### config.mk
export PLATFORM = sky130hd
export DESIGN_NAME = pwm_multi
export DESIGN_NICKNAME = d
export VERILOG_FILES = /design/src/rtl/pwm_pkg.sv /design/src/rtl/pwm_timebase.sv /design/src/rtl/pwm_multi.sv
export SDC_FILE = /design/constraint.sdc
export NUM_CORES = 1
export LEC_CHECK = 0
export ABC_AREA = 1
export CAP_MARGIN = 20
export CORE_ASPECT_RATIO = 1.4
export CORE_MARGIN = 2
export CORE_UTILIZATION = 35
export DETAILED_ROUTE_END_ITERATION = 10
export SETUP_SLACK_MARGIN = 0.15
export SLEW_MARGIN = 20
export SYNTH_ARGS = -nofsm -noshare
export SYNTH_HDL_FRONTEND = slang
export SYNTH_HIERARCHICAL = 1
export SYNTH_SLANG_ARGS = --single-unit
### constraint.sdc
create_clock -name clk -period 6.5 [get_ports clk]
set_clock_uncertainty 0.05 [all_clocks]
set_input_delay 1.3 -clock clk [delete_from_list [all_inputs] [get_ports clk]]
set_output_delay 1.3 -clock clk [all_outputs]
set_load 0.02 [all_outputs]
### src/rtl/pwm_pkg.sv
// Shared register map, CTRL bit positions and mode/direction types for the
// multi-channel PWM block.
package pwm_pkg;

    localparam int unsigned ADDR_CTRL = 0;
    localparam int unsigned ADDR_TOP  = 1;
    localparam int unsigned ADDR_CNT  = 2;
    localparam int unsigned ADDR_CMP0 = 3;

    localparam int unsigned CTRL_EN_BIT   = 0;
    localparam int unsigned CTRL_MODE_BIT = 1;

    typedef enum logic {
        PWM_EDGE   = 1'b0,
        PWM_CENTER = 1'b1
    } pwm_mode_e;

    typedef enum logic {
        DIR_UP   = 1'b0,
        DIR_DOWN = 1'b1
    } pwm_dir_e;

endpackage

### src/rtl/pwm_timebase.sv
// Shared period counter: sawtooth or triangle counting, force-load, restart,
// period boundary detection and the registered period_end pulse.
module pwm_timebase
    import pwm_pkg::*;
#(
    parameter int WIDTH = 16
) (
    input  logic             clk,
    input  logic             nrst,
    input  logic             restart,
    input  logic             load,
    input  logic             run,
    input  pwm_mode_e        mode,
    input  logic [WIDTH-1:0] load_val,
    input  logic [WIDTH-1:0] top_act,
    output logic [WIDTH-1:0] cnt,
    output logic             boundary,
    output logic             period_end
);

    pwm_dir_e         dir, dir_nxt;
    logic [WIDTH-1:0] cnt_nxt;

    // NOTE: every output of this block gets a default first, so no path leaves a value unassigned and no latch is inferred.
    always_comb begin
        cnt_nxt  = cnt;
        dir_nxt  = dir;
        boundary = 1'b0;
        if (restart) begin
            cnt_nxt = '0;
            dir_nxt = DIR_UP;
        end else if (load) begin
            cnt_nxt = load_val;
            if (mode == PWM_CENTER && load_val > top_act) dir_nxt = DIR_DOWN;
        end else if (run) begin
            if (mode == PWM_EDGE) begin
                if (cnt < top_act) begin
                    cnt_nxt = cnt + 1'b1;
                end else begin
                    cnt_nxt  = '0;
                    boundary = 1'b1;
                end
            end else if (dir == DIR_UP) begin
                if (cnt < top_act) begin
                    cnt_nxt = cnt + 1'b1;
                end else if (cnt == '0) begin
                    boundary = 1'b1;            // top_act == 0: parked at zero
                end else begin
                    dir_nxt = DIR_DOWN;
                    cnt_nxt = cnt - 1'b1;
                end
            end else begin
                if (cnt != '0) begin
                    cnt_nxt = cnt - 1'b1;
                end else begin
                    dir_nxt  = DIR_UP;
                    cnt_nxt  = (top_act == '0) ? '0 : WIDTH'(1);
                    boundary = 1'b1;
                end
            end
        end
    end

    // NOTE: state registers use non-blocking assignments so all flops update from pre-edge values.
    always_ff @(posedge clk or negedge nrst) begin
        if (!nrst) begin
            cnt        <= '0;
            dir        <= DIR_UP;
            period_end <= 1'b0;
        end else begin
            cnt        <= cnt_nxt;
            dir        <= dir_nxt;
            period_end <= boundary;
        end
    end

endmodule

### src/rtl/pwm_multi.sv
// Multi-channel PWM: register decode, double-buffered TOP/CMP registers and
// per-channel compare outputs around a shared timebase.
module pwm_multi
    import pwm_pkg::*;
#(
    parameter int WIDTH    = 16,
    parameter int CHANNELS = 4,
    parameter int AW       = 5
) (
    input  logic                clk,
    input  logic                nrst,
    input  logic                wr_en,
    input  logic [AW-1:0]       wr_addr,
    input  logic [WIDTH-1:0]    wr_data,
    output logic [WIDTH-1:0]    cnt,
    output logic [WIDTH-1:0]    top,
    output logic                period_end,
    output logic [CHANNELS-1:0] out
);

    logic             en;
    pwm_mode_e        mode;
    logic [WIDTH-1:0] top_sh, top_act;

    logic      ctrl_wr, new_en, en_rise, restart, run, load, boundary, transfer;
    pwm_mode_e new_mode;

    assign ctrl_wr  = wr_en && (wr_addr == AW'(ADDR_CTRL));
    assign new_en   = wr_data[CTRL_EN_BIT];
    assign new_mode = pwm_mode_e'(wr_data[CTRL_MODE_BIT]);
    assign en_rise  = ctrl_wr && new_en && !en;
    assign restart  = en_rise || (ctrl_wr && new_mode != mode);
    // A CTRL write that clears en freezes the counter at that same edge.
    assign run      = en && !(ctrl_wr && !new_en);
    assign load     = wr_en && (wr_addr == AW'(ADDR_CNT));
    assign transfer = en_rise || boundary;

    always_ff @(posedge clk or negedge nrst) begin
        if (!nrst) begin
            en      <= 1'b0;
            mode    <= PWM_EDGE;
            top_sh  <= '0;
            top_act <= '0;
        end else begin
            if (ctrl_wr) begin
                en   <= new_en;
                mode <= new_mode;
            end
            if (wr_en && wr_addr == AW'(ADDR_TOP)) top_sh <= wr_data;
            if (transfer) top_act <= top_sh;
        end
    end

    pwm_timebase #(.WIDTH(WIDTH)) u_timebase (
        .clk        (clk),
        .nrst       (nrst),
        .restart    (restart),
        .load       (load),
        .run        (run),
        .mode       (mode),
        .load_val   (wr_data),
        .top_act    (top_act),
        .cnt        (cnt),
        .boundary   (boundary),
        .period_end (period_end)
    );

    assign top = top_act;

    for (genvar i = 0; i < CHANNELS; i++) begin : g_ch
        localparam logic [AW-1:0] CMP_ADDR = AW'(ADDR_CMP0 + i);
        logic [WIDTH-1:0] cmp_sh, cmp_act;

        // NOTE: the per-channel register arrays are plain flops, so they take the async reset like any other state.
        always_ff @(posedge clk or negedge nrst) begin
            if (!nrst) begin
                cmp_sh  <= '0;
                cmp_act <= '0;
            end else begin
                if (wr_en && wr_addr == CMP_ADDR) cmp_sh <= wr_data;
                if (transfer) cmp_act <= cmp_sh;
            end
        end

        assign out[i] = en && (cnt < cmp_act);
    end

endmodule

==> impl_results.md, run 1 <==
* Outcome: finished, final reports clean
* Cell taking the most area after synthesis: dfrtp_1
* Hold Path Class: reg -> reg
* Max cap viols at 0
* Die Span X at 151 um
* Netlist cell types at 39
* Setup_tns at 0 ns
* Simple-gate share of the synthesized area at 27.5%
* Slew Limit Fails at 0
* Core area at roughly 30000 um2
* Total wire length at a little under 30 mm
* Worst endpoint required time at approximately 5.2 ns
* Via count at 8848
* Net Count, Synth at between 1000 and 1500
* Top cell type's share of synthesized area at a little over two fifths
* Root Buffer: clkbuf_16
* Warnings, synthesis at 6
* Cell leakage power at roughly 6.2 nW
* Drt pass-1 iters at 5
* Number of inserted diodes at 0
* Clk buf depth at 2
* PostCTS Resize Cnt at 0
* Top cells by area, synth: dfrtp_1 43%, nand2_1 15%, ha_1 11%
* PnR worst setup slack at 2.08 ns
* Final nets at between 1000 and 1500
* Initial antenna violation count at 0
* Die area at between 30000 and 40000 um2
* Post-synthesis compound-gate area fraction at 8.14%
* M1 WL at 12.3 mm
* Initial DRC count at between 500 and 600
* P&R area growth vs syn at 13.9%
* Reg clk slew, reported paths at 0.07 ns
* Final hold slack at 0.413 ns
* Skew-Pair Late Insertion Delay at about 0.45 ns
* Post-CTS Setup Inserts at 0
* Initial Util at a little over a third
* # port buffers at 60
* Avg WL per Cell at about 17 um
* Fraction of layout cells with a size suffix above 1 at approximately 5.6%
* Most numerous cell in the Yosys netlist: nand2_1
* Transition time at the pin with the least slew margin at 1.10 ns
* Num CTS Buffers at 17
* Synth async-reset ratio at 100%
* Flops & latches, synth at 180
* Seq/Total Area, Yosys at 42.8%
* Synth Cell Area at 10500 um2
* Final Hold Vio Count at 0
* Total chip power at 5.55 mW
* Placement row count at 75
* Maximum achievable frequency at ~230 MHz
* Routed vias/inst at approximately 5
* Synth Area in XOR/XNOR at 1.83%
* Setup Crit Path Kind: reg -> out
* Crit end category: output pin
* Power per cell area at roughly 460 nW/um2
* Metal2 WL at 15.4 mm
* Global route overflow at 0
* Layout Cells excl Fill at 1768
* Arr. time, crit path at 3.07 ns
* Post-synth top flop: dfrtp_1
* Hpwl dp at 20.4 mm
* Mean Syn Cell Area at 7.90 um2
* Post-synthesis cell count at 1333
* Placer Congestion at between 0.8 and 0.9
* Startpoint types: register
* Peak supply drop at roughly 0.00020 V
* Hold buffer count at CTS at 0
* Placed Cells at between 1500 and 2000
* GRT Total Usage at 19.3%
* Fin crit share at between 60% and 70%
* CTS tree: built
* Min Tclk post-route at 4.42 ns
* Largest family of logic cells by synthesized area: simple AND/OR/NAND/NOR gates
* Antenna Nets Post-Route at 0
* Post-synthesis mux area share at 0%
* RSZ-0062 raised after global routing: no
* Vias in the first global route at 8560
* Final setup vio count at 0
* Number of synthesized flops with an enable pin at 0
* Synth cell count leaders: 407 x nand2_1, 180 x dfrtp_1, 152 x inv_1
* H-tree depth at 4
* Uppermost layer routed: met4
* Worst-path maximum fanout at 12
* Largest net degree at the start of global routing at 90
* Synth Area in Adders at 11.2%
* Die Y-Extent at around 210 um
* Sink Count at 180
* DP Worst Slack at approximately 1.8 ns
* IO Count at just over 60
* Met3 WL at approximately 1.1 mm
* Drt drc at 0
* Relative slew margins at 26.7%
* Global-route wire length before repair at 46.8 mm
-- critical path, cell delays in order, from the launching register on --
cell and delay (ns):
dfrtp_1 0.77, ha_1 0.36, a21oi_1 0.13, nor2_1 0.06, nor3_1 0.13, nand2_1 0.12
a21oi_1 0.36, clkdlybuf4s50_1 0.69
-- logic make-up (layout without fill, tap and decap cells) --
kind of cell / after synthesis / in the layout
XOR/XNOR: 22 / 22
adder cells (fa/ha/maj): 94 / 94
AO/OA/AOI/OAI: 159 / 159
AND/OR/NAND/NOR: 668 / 668
flip-flops: 180 / 180
buffers and inverters: 210 / 260
-- report_power, final --
group | internal, mW | switching [mW]
sequential | 1.42 | 0.342
clock | 0.666 | 0.445
combinational | 0.982 | 1.69
total | 3.07 | 2.48
-- sequential cells by signal, indices dropped and copies added (netlist names) --
signal / cells
u_timebase/period_end: 1
en: 1
g_ch.cmp_sh: 64
u_timebase/cnt: 16
top_sh: 16
u_timebase/dir: 1
top: 16
g_ch.cmp_act: 64
mode: 1
-- placed cells by master (no fill, tap or decap), types with 2 or more instances in the layout --
master,instances
a21o_1,4
a21oi_1,38
a31oi_1,4
buf_4,9
bufinv_16,4
clkbuf_1,6
clkbuf_16,17
clkbuf_8,2
clkdlybuf4s50_1,59
clkinvlp_4,2
dfrtp_1,180
ha_1,94
inv_1,152
inv_2,6
nand2_1,407
nand2_2,3
nand2_4,3
nand3_1,117
nand3_2,3
nand3_4,3
nand3b_1,4
nand4_1,15
nor2_1,75
nor2_2,6
nor2_4,3
nor3_1,20
nor3_2,3
nor4_1,5
o21ai_0,81
o21ai_1,18
o21ai_2,9
xor2_1,21
-- worst paths after layout --
path | startpoint | end | slack (ns) | depth (start not counted)
worst max register to register | u_timebase/cnt[5]$_DFFE_PN0P_ | top[1]$_DFFE_PN0P_ | 2.55 | 13
worst min-delay path | top_sh[6]$_DFFE_PN0P_ | top[6]$_DFFE_PN0P_ | 0.41 | 2
worst min register to register | top_sh[6]$_DFFE_PN0P_ | top[6]$_DFFE_PN0P_ | 0.41 | 2
max in group asynchronous | nrst | g_ch[1].cmp_sh[10]$_DFFE_PN0P_ | 4.30 | 2
min in group asynchronous | nrst | g_ch[2].cmp_sh[3]$_DFFE_PN0P_ | 0.87 | 1
worst max-delay path | u_timebase/cnt[5]$_DFFE_PN0P_ | out[2] | 2.08 | 7
-- metrics by stage --
step	util, %	cell area [um2]
floorplan	-	10500
global placement	38.1	11400
detailed placement	38.1	11400
CTS	40.2	12000
global route	40.2	12000
finish	40.2	12000
-- routing by layer --
layer  GRT usage (%)  vias up
met5               0        -
met4            6.70        0
met3            2.97       33
met2            34.2      189
met1            23.7     4271
li1                -     4355
-- cell type report --
class / count / area [um2]
multi-input cells: 943 / 5120
well taps: 385 / 482
inverters: 159 / 598
clock buffers: 25 / 475
fillers: 3060 / 17800
flip-flops and latches: 180 / 4500
repair buffers: 69 / 669
clock inverters: 7 / 144
Power figures use the tool's default switching activity.
==> inputs of run 2 (changes only) <==
==> constraint.sdc (replaced) <==
create_clock -name clk -period 4.53 [get_ports clk]
set_clock_uncertainty 0.05 [all_clocks]
set_input_delay 0.906 -clock clk [delete_from_list [all_inputs] [get_ports clk]]
set_output_delay 0.906 -clock clk [all_outputs]
set_load 0.02 [all_outputs]
==> run 2 against run 1 <==
  * Clock power is 31% higher
  * Setup slack got worse by 1.5 ns
  * Non-clock buffer count grew 14
  * Flip-flop and latch count is the same
  * Cell count up 0.79%
  * Hold slack got worse by 0.13 ns
  * Die area unchanged
  * Core utilization rose by 0.26 points
  * Sequential share of layout area shrank 0.25 points
  * Critical path depth is the same
  * Final area is 0.66% higher
  * Sequential power rose by 39%
  * Critical path type unchanged
==> impl_results.md, run 2 (synthesis gave the netlist of run 1 again) <==
* Peak supply drop at 0.000544 V (+170%)
* Slew Limit Fails at 0 (unchanged)
* Uppermost layer routed: met4
* Antenna Nets Post-Route at 0 (unchanged)
* Maximum achievable frequency at 252 MHz
* Clk buf depth at 2 (unchanged)
* Worst r2r src: u_timebase/cnt[7]$_DFFE_PN0P_
* Post-CTS Setup Inserts at 0 (unchanged)
* Placer Congestion at 0.848 (-0.43%)
* Setup Crit Path Kind: reg -> out
* Worst path top cell family by delay: buffers and inverters
* Hpwl dp at 20.9 mm (+2.2%)
* Arr. time, crit path at 3.01 ns (-0.06 ns)
* Highest-count cells in the layout ignoring fill and taps: 406 x nand2_1, 180 x dfrtp_1, 152 x inv_1
* Startpoint types: register
* Core area at 29800 um2 (unchanged)
* RSZ-0062 raised after global routing: no
* Drt drc at 0 (unchanged)
* Initial Util at 35.3% (unchanged)
* Die Span X at 151 um (unchanged)
* CTS tree: built
* Via count at 8789 (-0.67%)
* M1 WL at 12.5 mm (+1.6%)
* Fraction of layout cells with a size suffix above 1 at 6.73% (+1.2 points)
* Die area at 31500 um2 (unchanged)
* Hold Path Class: in -> async
* Outcome: finished, final reports clean
* Cell leakage power at 6.25 nW (+0.99%)
* Global route overflow at 0 (unchanged)
* Most used cell, CP: a21oi_1
* Flop2flop setup slack at 1.30 ns (-1.25 ns)
* Worst-path maximum fanout at 9 (-3)
* PostCTS Resize Cnt at 0 (unchanged)
* CP max-delay cell: clkdlybuf4s50_1
* Power per cell area at 653 nW/um2 (+41%)
* Root Buffer: clkbuf_16
* Sink Count at 180 (unchanged)
* P&R area growth vs syn at 14.7%
* # port buffers at 60 (unchanged)
* Commonest non-fill, non-tap cell in the layout: nand2_1
* Filler cells at 3080 (+0.65%)
* Transition time at the pin with the least slew margin at 0.943 ns (-0.156 ns)
* Worst endpoint required time at 3.57 ns (-1.58 ns)
* Drt pass-1 iters at 5 (unchanged)
* H-tree depth at 4 (unchanged)
* Skew-Pair Late Insertion Delay at 0.45 ns (about the same)
* Largest net degree at the start of global routing at 110 (+22%)
* Total wire length at 29.7 mm (+0.39%)
* DP Worst Slack at 1.04 ns (-0.796 ns)
* Setup_tns at 0 ns (unchanged)
* Top flop regs: g_ch.cmp_act x64, g_ch.cmp_sh x64
* Initial DRC count at 609 (+5.9%)
* CP bufs+invs at 1 (unchanged)
* Initial antenna violation count at 0 (unchanged)
* Placement row count at 75 (unchanged)
* Die Y-Extent at 209 um (unchanged)
* Critical Path Max Stage Delay at 0.71 ns (-0.06 ns)
* IO Count at 61 (unchanged)
* Number of inserted diodes at 0 (unchanged)
* PnR worst setup slack at 0.562 ns (-1.51 ns)
* Final setup vio count at 0 (unchanged)
* Final nets at 1502 (+0.94%)
* Levels on crit path at 7 (unchanged)
* Avg WL per Cell at 16.6 um (-0.40%)
* Max cap viols at 0 (unchanged)
* Reg clk slew, reported paths at 0.07 ns (about the same)
* Min Tclk post-route at 3.97 ns
* Num CTS Buffers at 17 (unchanged)
* Reg-to-Reg End: g_ch[0].cmp_act[7]$_DFFE_PN0P_
* Fin crit share at 87.6%
* Metal2 WL at 14.7 mm (-4.7%)
* Global-route wire length before repair at 48.1 mm (+2.8%)
* Vias in the first global route at 8809 (+2.9%)
* Reg2Reg Depth at 14 (+1)
* Final Hold Vio Count at 0 (unchanged)
* Routed vias/inst at 4.93 (-1.4%)
* Relative slew margins at 37.1% (+10 points)
* GRT Total Usage at 20.0% (+0.65 points)
* Met3 WL at 1.40 mm (+25%)
* Crit end category: output pin
* CP Cell Sequence: ha_1 > a21oi_1 > nor2_1 > nor3_1 > nand2_1 > a21oi_1 > clkdlybuf4s50_1
* Hold buffer count at CTS at 0 (unchanged)
## run 2: cell count changes in the layout (fill, tap and decap cells not counted), sizes merged
cell      previous run  this run
buf                 10        24
clkinvlp             2         3
clkbuf              25        23
inv                159       161
bufinv               4         1
clkinv               1         3
## run 2: worst max path at each step
| stage | startpoint | to | slack, ns |
|---|---|---|---|
| after floorplan | u_timebase/cnt[5]$_DFFE_PN0P_ | out[1] | 1.94 |
| after global placement | wr_data[0] | g_ch[0].cmp_act[1]$_DFFE_PN0P_ | 1.05 |
| after detailed placement | wr_data[0] | top[9]$_DFFE_PN0P_ | 1.04 |
| after CTS | u_timebase/cnt[5]$_DFFE_PN0P_ | out[2] | 0.60 |
| after global routing | u_timebase/cnt[5]$_DFFE_PN0P_ | out[3] | 0.52 |
| final | u_timebase/cnt[5]$_DFFE_PN0P_ | out[2] | 0.56 |
## run 2: final cells by class
type                    count  area, um2  area share, %
well taps                 385        482           3.99
clock inverters             9       92.6          0.767
repair buffers             83        800           6.62
clock buffers              23        478           3.96
flip-flops and latches    180       4500           37.3
multi-input cells         943       5120           42.4
inverters                 159        598           4.95
## run 2: worst register-to-register path: stages (launching register included)
cell and delay [ns]:
dfrtp_1 0.64, buf_4 0.31, ha_1 0.27, nand2_1 0.07
inv_1 0.04, nor3_1 0.16, nand2_1 0.14, nand2_2 0.13
nand2_4 0.09, o2111ai_1 0.19, inv_1 0.09, inv_2 0.10
nand2_4 0.51, nand2_1 0.25, nand2_1 0.07
## run 2: per-layer routing
layer	up-vias	track usage, %
met3	53	3.56
met1	4146	25.2
met5	-	0.645
li1	4388	-
met4	0	8.80
met2	202	33.3
## run 2: per-stage QoR
stage          hold slack (ns)  instance area [um2]  power, mW  cells  util (%)
2_1_floorplan            0.392                10500       5.25   1333         -
3_3_place_gp             0.399                11500       6.38   1750      38.5
3_5_place_dp             0.402                11500       6.48   1750      38.5
4_1_cts                  0.289                12100       7.96   1782      40.5
5_1_grt                  0.298                12100       8.61   1782      40.5
6_report                 0.287                12100       7.89   1782      40.5
## run 2: where the power goes
part           internal [mW]  switching (mW)  leakage, nW
logic                   1.47            2.53         3.63
registers               2.04           0.397         2.35
clock network          0.806           0.646        0.271
total                   4.32            3.57         6.25
